<file path="config.mk">
export PLATFORM = sky130hd
export DESIGN_NAME = ode_input_loader_flat
export DESIGN_NICKNAME = d
export VERILOG_FILES = /design/src/rtl/ode_input_loader_pkg.sv /design/src/rtl/ode_input_loader_if.sv /design/src/rtl/ode_input_loader.sv /design/src/flat_wrapper.sv
export SDC_FILE = /design/constraint.sdc
export NUM_CORES = 1
export LEC_CHECK = 0
export CORE_ASPECT_RATIO = 0.9
export CORE_UTILIZATION = 52
export DETAILED_ROUTE_END_ITERATION = 8
export GPL_ROUTABILITY_DRIVEN = 0
export GPL_TIMING_DRIVEN = 0
export PLACE_DENSITY = 0.81
export SLEW_MARGIN = 25
export SYNTH_ARGS = -nofsm -noshare
export SYNTH_HDL_FRONTEND = slang
export SYNTH_SLANG_ARGS = --single-unit
</file>
<file path="constraint.sdc">
create_clock -name clk -period 4.67 [get_ports clk]
set_input_delay 0.7005 -clock clk [delete_from_list [all_inputs] [get_ports clk]]
set_output_delay 0.7005 -clock clk [all_outputs]
set_load 0.01 [all_outputs]
</file>
<file path="src/rtl/ode_input_loader_pkg.sv">
// Shared types and RAM map constants for the ODE problem loader.
// Imported by the loader top; limits also seed its parameters.
package ode_pkg;

    localparam int MAX_N = 50;
    localparam int MAX_T = 16;

    localparam int U0_BASE = 0;
    localparam int N1_ADDR = 900;
    localparam int M_ADDR  = 901;
    localparam int T1_BASE = 902;
    localparam int H_ADDR  = 50;
    localparam int N4_ADDR = 51;
    localparam int E_ADDR  = 52;
    localparam int T4_BASE = 53;

    typedef enum logic [3:0] {
        S_IDLE,
        S_HDR_N,
        S_HDR_M,
        S_HDR_H,
        S_HDR_E,
        S_HDR_K,
        S_LD_T,
        S_LD_A,
        S_LD_B,
        S_LD_X,
        S_LD_U0,
        S_FIN,
        S_ERR
    } state_e;

endpackage

</file>
<file path="src/rtl/ode_input_loader_if.sv">
// Input stream and four RAM write ports of the ODE loader.
// master = loader side, slave = stream source / RAM side.
interface ode_input_loader_if #(
    parameter int DATA_WIDTH = 64
);
    logic [DATA_WIDTH-1:0] in_data;
    logic                  in_valid;
    logic                  in_ready;

    logic [9:0]            address_1;
    logic [DATA_WIDTH-1:0] data_write_1;
    logic                  WR_signal_1;
    logic [11:0]           address_2;
    logic [DATA_WIDTH-1:0] data_write_2;
    logic                  WR_signal_2;
    logic [11:0]           address_3;
    logic [DATA_WIDTH-1:0] data_write_3;
    logic                  WR_signal_3;
    logic [6:0]            address_4;
    logic [DATA_WIDTH-1:0] data_write_4;
    logic                  WR_signal_4;

    modport master (
        input  in_data, in_valid,
        output in_ready,
        output address_1, data_write_1, WR_signal_1,
        output address_2, data_write_2, WR_signal_2,
        output address_3, data_write_3, WR_signal_3,
        output address_4, data_write_4, WR_signal_4
    );

    modport slave (
        output in_data, in_valid,
        input  in_ready,
        input  address_1, data_write_1, WR_signal_1,
        input  address_2, data_write_2, WR_signal_2,
        input  address_3, data_write_3, WR_signal_3,
        input  address_4, data_write_4, WR_signal_4
    );

endinterface

</file>
<file path="src/rtl/ode_input_loader.sv">
// Streams an ODE problem (header, T, A, B, X, U0) into the
// four-port solver RAM, one registered write per accepted word.
module ode_input_loader #(
    parameter int DATA_WIDTH = 64,
    parameter int MAX_N      = ode_pkg::MAX_N,
    parameter int MAX_T      = ode_pkg::MAX_T
) (
    input  logic clk,
    input  logic rst_n,
    input  logic start,
    ode_input_loader_if.master bus,
    output logic busy,
    output logic done,
    output logic error
);
    import ode_pkg::*;

    state_e      state_q, state_d;
    logic [11:0] idx_q, len_a_q, len_b_q;
    logic [5:0]  n_q, m_q;
    logic [4:0]  k_q;
    logic        ready, hs, nm_ok, k_ok, last;
    logic        we1, we2, we3, we4;
    logic [9:0]  a1_d;
    logic [11:0] a2_d, a3_d;
    logic [6:0]  a4_d;

    assign ready = !(state_q inside {S_IDLE, S_FIN, S_ERR});
    assign hs    = bus.in_valid & ready;
    assign bus.in_ready = ready;

    assign nm_ok = (bus.in_data[DATA_WIDTH-1:6] == '0)
                && (bus.in_data[5:0] != 6'd0)
                && (int'(bus.in_data[5:0]) <= MAX_N);
    assign k_ok  = (bus.in_data[DATA_WIDTH-1:5] == '0)
                && (bus.in_data[4:0] != 5'd0)
                && (int'(bus.in_data[4:0]) <= MAX_T);

    always_comb begin
        state_d = state_q;
        we1  = 1'b0;
        we2  = 1'b0;
        we3  = 1'b0;
        we4  = 1'b0;
        a1_d = '0;
        a2_d = '0;
        a3_d = '0;
        a4_d = '0;
        last = 1'b0;
        unique case (state_q)
            S_IDLE, S_ERR: if (start) state_d = S_HDR_N;
            S_HDR_N: if (hs) begin
                if (nm_ok) begin
                    we1 = 1'b1;
                    we4 = 1'b1;
                    a1_d = 10'(N1_ADDR);
                    a4_d = 7'(N4_ADDR);
                    state_d = S_HDR_M;
                end else state_d = S_ERR;
            end
            S_HDR_M: if (hs) begin
                if (nm_ok) begin
                    we1 = 1'b1;
                    a1_d = 10'(M_ADDR);
                    state_d = S_HDR_H;
                end else state_d = S_ERR;
            end
            S_HDR_H: if (hs) begin
                we4 = 1'b1;
                a4_d = 7'(H_ADDR);
                state_d = S_HDR_E;
            end
            S_HDR_E: if (hs) begin
                we4 = 1'b1;
                a4_d = 7'(E_ADDR);
                state_d = S_HDR_K;
            end
            // K only sizes the T block; it has no RAM slot
            S_HDR_K: if (hs) state_d = k_ok ? S_LD_T : S_ERR;
            S_LD_T: begin
                last = idx_q == {7'd0, k_q} - 12'd1;
                if (hs) begin
                    we1 = 1'b1;
                    we4 = 1'b1;
                    a1_d = 10'(T1_BASE) + idx_q[9:0];
                    a4_d = 7'(T4_BASE) + idx_q[6:0];
                    if (last) state_d = S_LD_A;
                end
            end
            S_LD_A: begin
                last = idx_q == len_a_q - 12'd1;
                if (hs) begin
                    we2 = 1'b1;
                    a2_d = idx_q;
                    if (last) state_d = S_LD_B;
                end
            end
            S_LD_B: begin
                last = idx_q == len_b_q - 12'd1;
                if (hs) begin
                    we3 = 1'b1;
                    a3_d = idx_q;
                    if (last) state_d = S_LD_X;
                end
            end
            S_LD_X: begin
                last = idx_q == {6'd0, n_q} - 12'd1;
                if (hs) begin
                    we4 = 1'b1;
                    a4_d = idx_q[6:0];
                    if (last) state_d = S_LD_U0;
                end
            end
            S_LD_U0: begin
                last = idx_q == {6'd0, m_q} - 12'd1;
                if (hs) begin
                    we1 = 1'b1;
                    a1_d = 10'(U0_BASE) + idx_q[9:0];
                    if (last) state_d = S_FIN;
                end
            end
            S_FIN:   state_d = S_IDLE;
            default: state_d = S_IDLE;
        endcase
    end

    always_ff @(posedge clk or negedge rst_n) begin
        if (!rst_n) begin
            state_q <= S_IDLE;
            idx_q   <= '0;
            n_q     <= '0;
            m_q     <= '0;
            k_q     <= '0;
            len_a_q <= '0;
            len_b_q <= '0;
            busy    <= 1'b0;
            done    <= 1'b0;
            error   <= 1'b0;
        end else begin
            state_q <= state_d;
            if (state_d != state_q) idx_q <= '0;
            else if (hs)            idx_q <= idx_q + 12'd1;
            if (state_q == S_HDR_N && hs && nm_ok)
                n_q <= bus.in_data[5:0];
            if (state_q == S_HDR_M && hs && nm_ok) begin
                m_q     <= bus.in_data[5:0];
                len_a_q <= 12'(n_q) * 12'(n_q);
                len_b_q <= 12'(n_q) * 12'(bus.in_data[5:0]);
            end
            if (state_q == S_HDR_K && hs && k_ok)
                k_q <= bus.in_data[4:0];
            if (state_q inside {S_IDLE, S_ERR} && start)
                busy <= 1'b1;
            else if (state_q == S_FIN || state_d == S_ERR)
                busy <= 1'b0;
            done  <= state_q == S_FIN;
            // ERR is left only through start, so this stays sticky
            error <= state_d == S_ERR;
        end
    end

    always_ff @(posedge clk or negedge rst_n) begin
        if (!rst_n) begin
            bus.WR_signal_1  <= 1'b0;
            bus.WR_signal_2  <= 1'b0;
            bus.WR_signal_3  <= 1'b0;
            bus.WR_signal_4  <= 1'b0;
            bus.address_1    <= '0;
            bus.address_2    <= '0;
            bus.address_3    <= '0;
            bus.address_4    <= '0;
            bus.data_write_1 <= '0;
            bus.data_write_2 <= '0;
            bus.data_write_3 <= '0;
            bus.data_write_4 <= '0;
        end else begin
            bus.WR_signal_1 <= we1;
            bus.WR_signal_2 <= we2;
            bus.WR_signal_3 <= we3;
            bus.WR_signal_4 <= we4;
            if (we1) begin
                bus.address_1    <= a1_d;
                bus.data_write_1 <= bus.in_data;
            end
            if (we2) begin
                bus.address_2    <= a2_d;
                bus.data_write_2 <= bus.in_data;
            end
            if (we3) begin
                bus.address_3    <= a3_d;
                bus.data_write_3 <= bus.in_data;
            end
            if (we4) begin
                bus.address_4    <= a4_d;
                bus.data_write_4 <= bus.in_data;
            end
        end
    end

endmodule

</file>
<file path="src/flat_wrapper.sv">
// flat-port wrapper written by rule: the top's interface ports become plain ports
module ode_input_loader_flat import ode_pkg::*;
#(
    parameter int DATA_WIDTH = 64,
    parameter int MAX_N      = ode_pkg::MAX_N,
    parameter int MAX_T      = ode_pkg::MAX_T
)
  (clk, rst_n, start, busy, done, error, bus_in_data, bus_in_valid, bus_in_ready, bus_address_1, bus_data_write_1, bus_WR_signal_1, bus_address_2, bus_data_write_2, bus_WR_signal_2, bus_address_3, bus_data_write_3, bus_WR_signal_3, bus_address_4, bus_data_write_4, bus_WR_signal_4);
  ode_input_loader_if #(.DATA_WIDTH(DATA_WIDTH)) bus_i ();
  input  logic clk;
  input  logic rst_n;
  input  logic start;
  output logic busy;
  output logic done;
  output logic error;
  input wire logic [$bits(bus_i.in_data)-1:0] bus_in_data;
  input wire logic [$bits(bus_i.in_valid)-1:0] bus_in_valid;
  output wire logic [$bits(bus_i.in_ready)-1:0] bus_in_ready;
  output wire logic [$bits(bus_i.address_1)-1:0] bus_address_1;
  output wire logic [$bits(bus_i.data_write_1)-1:0] bus_data_write_1;
  output wire logic [$bits(bus_i.WR_signal_1)-1:0] bus_WR_signal_1;
  output wire logic [$bits(bus_i.address_2)-1:0] bus_address_2;
  output wire logic [$bits(bus_i.data_write_2)-1:0] bus_data_write_2;
  output wire logic [$bits(bus_i.WR_signal_2)-1:0] bus_WR_signal_2;
  output wire logic [$bits(bus_i.address_3)-1:0] bus_address_3;
  output wire logic [$bits(bus_i.data_write_3)-1:0] bus_data_write_3;
  output wire logic [$bits(bus_i.WR_signal_3)-1:0] bus_WR_signal_3;
  output wire logic [$bits(bus_i.address_4)-1:0] bus_address_4;
  output wire logic [$bits(bus_i.data_write_4)-1:0] bus_data_write_4;
  output wire logic [$bits(bus_i.WR_signal_4)-1:0] bus_WR_signal_4;
  assign bus_i.in_data = bus_in_data;
  assign bus_i.in_valid = bus_in_valid;
  assign bus_in_ready = bus_i.in_ready;
  assign bus_address_1 = bus_i.address_1;
  assign bus_data_write_1 = bus_i.data_write_1;
  assign bus_WR_signal_1 = bus_i.WR_signal_1;
  assign bus_address_2 = bus_i.address_2;
  assign bus_data_write_2 = bus_i.data_write_2;
  assign bus_WR_signal_2 = bus_i.WR_signal_2;
  assign bus_address_3 = bus_i.address_3;
  assign bus_data_write_3 = bus_i.data_write_3;
  assign bus_WR_signal_3 = bus_i.WR_signal_3;
  assign bus_address_4 = bus_i.address_4;
  assign bus_data_write_4 = bus_i.data_write_4;
  assign bus_WR_signal_4 = bus_i.WR_signal_4;
  ode_input_loader #(.DATA_WIDTH(DATA_WIDTH), .MAX_N(MAX_N), .MAX_T(MAX_T)) u_core (.clk(clk), .rst_n(rst_n), .start(start), .bus(bus_i), .busy(busy), .done(done), .error(error));
endmodule
</file>
==> results.cfg <==
[global_route]
grt_pass1_wl_mm = 88.1
antenna_found_initial = 2
grt_overflow = 0
grt_pass1_vias = 15300
grt_start_max_net_pins = 91
track_usage_pct = 33.4

[die]
die_width_um = 195
core_um2 = 33000
die_h_um = 176
num_rows = 63
die-area_um2 = 34400
initial_core_util_pct = 53.0
ioPinCount = 373

[routing]
final_antenna_net_count = 0
wire_per_inst_um = 22.3
drc = 0
via_per_inst = 5.75
vias = 14900
drtIter0Drc = 1325
wirelength_mm = 57.7
dr.pass1.iters = 6

[placement]
dpl_cell_area_um2 = 21800
dp.cells = 2525
dpl_worst_slack_ns = -0.753
dp_hpwl_mm = 42.7
numPortBuffers = 369

[power_and_ir_drop]
p_switching_mw = 3.34
seqPwrFrac_pct = 38.1
p_leak_nw = 10.9
power.internal_mw = 7.42
finalPower_mw = 10.8
ir_drop_uv = 405
combinationalPowerShare_pct = 34.4
swShare_pct = 31.0
p_clk_share_pct = 27.5
cellPowerDensity_nw_per_um2 = 466

[yosys]
syn-cell-area_um2 = 17500
synthCells = 1730
avgSynthCellArea_um2 = 10.1
synth_top_cell_by_area = dfrtp_1
synth_top_flop_cell = dfrtp_1
yosys.cell_types.count = 65
yosys_warnings = 0
synth_edf_count = 0
synth_fp_nets = 1870
synth_top_area_share_pct = 51.5
netlist_top_cells_count = nand2_1, dfrtp_1, mux2_2
ys_ff_latch = 360
yosys-top-cells-area = dfrtp_1, nand2_1, mux2_2, ha_1, fa_1
yosysMostFrequentCell = nand2_1
seq_area_frac_synth_pct = 51.5
async_flop_share_pct = 100

[layout]
area_delta_synth_final_pct = 31.7
final_cell_area_um2 = 23100
nets = 2282
finish.utilization_pct = 69.8
stdcell_count = 2590
drive_gt1_share_pct = 11.7

[critical_path]
cp-start-kind = input port
critical_path.startpoint = bus_in_data[11]
required_ns = 5.14
cpMaxStageDelayCell = nor4_2
reg2reg_from = u_core.n_q[3]$_DFFE_PN0P_
arrival_ns = 4.92
worstPathCellList = clkdlybuf4s50_1, nor4_2, nand3_1, nor4_2, and4_1, a21oi_1, inv_1, buf_2, buf_1, nand2_1, nand2_1
path_max_fanout = 10
path_class = input port to flip-flop
critPathCaptureType = flip-flop
critical_path.max_stage_delay_ns = 0.79

[timing]
holdWs_ns = 0.0264
min_period_over_period_pct = 95.3
max_freq_ghz = 0.225
setup_viol = 0
setup_slack_ns = 0.219
rsz0062_at_grt = no
layout_min_cycle_time_ns = 4.45
slew-limit-headroom_pct = 27.8
worstMarginPinSlew_ns = 1.08
hold_viol_final = 0
report.final.slew_viol_count = 0
fin_setup_tns_ns = 0
clock_skew_ns = 0.0140

[clock_network]
clock-root-buffer = clkbuf_16
cts_htree_levels = 2
cts_setup_buffers = 0
clock_path_buffers = 3
worstSkewPairLatency_ns = 0.55
clock-sinks = 360
cts_tree = done
cts.clk_slew.worst_paths_ns = 0.06
cts_buffers = 37

[outcome]
outcome = complete, no violations

[flow_run]
drv_cap = 0

[hold_path]
hold_class = input port to async pin
## worst paths after layout
check                                                                to  slack (ns)  depth (start not counted)
worst max-delay path            u_core.bus.data_write_1[31]$_DFFE_PN0P_        0.22                         11
max in group asynchronous          u_core.bus.address_3[10]$_DFFE_PN0P_        3.12                          4
worst min-delay path            u_core.bus.data_write_2[47]$_DFFE_PN0P_        0.03                          1
min in group clk                    u_core.bus.address_2[4]$_DFFE_PN0P_        0.47                          2
worst max register to register           u_core.len_a_q[10]$_DFFE_PN0P_        0.26                         17
worst min register to register      u_core.bus.address_2[4]$_DFFE_PN0P_        0.47                          2
## state kept, by name, indices dropped and copies added (netlist names), 7 cells and up
signal	cells
u_core.bus.address_1	10
u_core.bus.address_2	12
u_core.bus.address_3	12
u_core.bus.address_4	7
u_core.bus.data_write_1	64
u_core.bus.data_write_2	64
u_core.bus.data_write_3	64
u_core.bus.data_write_4	64
u_core.idx_q	12
u_core.len_a_q	11
u_core.len_b_q	12
## kinds of logic after synthesis
logic type | after synthesis | share of synthesized area, %
and+or+nand+nor | 741 | 18.5
muxes | 161 | 10.3
DFF | 360 | 51.5
buffers and inverters | 162 | 3.67
AOI/OAI and AO/OA | 157 | 5.90
adders and majority gates | 72 | 6.26
xor gates and xnor gates | 77 | 3.85
## final cells by class
| type | instances | area (µm²) |
|---|---|---|
| Fill cell | 2371 | 9970 |
| Sequential cell | 360 | 9010 |
| Multi-Input combinational cell | 1208 | 7860 |
| Timing Repair Buffer | 373 | 3820 |
| Clock buffer | 53 | 1060 |
| Tap cell | 422 | 528 |
| Buffer | 98 | 415 |
| Inverter | 64 | 240 |
| Clock inverter | 11 | 140 |
| Antenna cell | 1 | 2.50 |
## power groups by stage
stage	clock (mW)	combinational [mW]	sequential, mW
finish	2.96	3.70	4.10
global route	3.11	3.88	4.16
CTS	2.98	3.67	4.10
detailed placement	0	3.63	4.14
global placement	0	3.56	4.11
floorplan	0	1.39	4.40
## layout by cell type (no fill, tap or decap), types with 26 or more instances in the layout
cell,count
nand2_1,504
clkdlybuf4s50_1,365
dfrtp_1,360
mux2_2,157
clkbuf_1,70
inv_1,63
nor2_1,57
xnor2_1,50
o21ai_0,48
ha_1,46
nor4_1,43
clkbuf_16,37
a21oi_1,29
xor2_1,27
fa_1,26
## routing by layer
| metal | track usage [%] | vias to the layer above | part of all wire (%) |
|---|---|---|---|
| met5 | 0 | - | 0.023 |
| met4 | 15.6 | 2 | 5.1 |
| met3 | 11.4 | 204 | 11 |
| met2 | 52.3 | 793 | 45 |
| met1 | 41.9 | 7280 | 38 |
| li1 | - | 6603 | - |
## worst max-delay path, delay by kind of cell
kind                   cells  cell delay (ns)
AOI/OAI and AO/OA          1             0.36
and+or+nand+nor            6             2.26
buffers and inverters      4             1.57
## repair_timing
action,4_1_cts,5_1_grt
pin swaps,0,0
cloned,0,0
resized for setup,3,14
setup endpoints to repair,3,5
hold buffers,0,0
No activity file was read; power rests on OpenSTA's default activity.
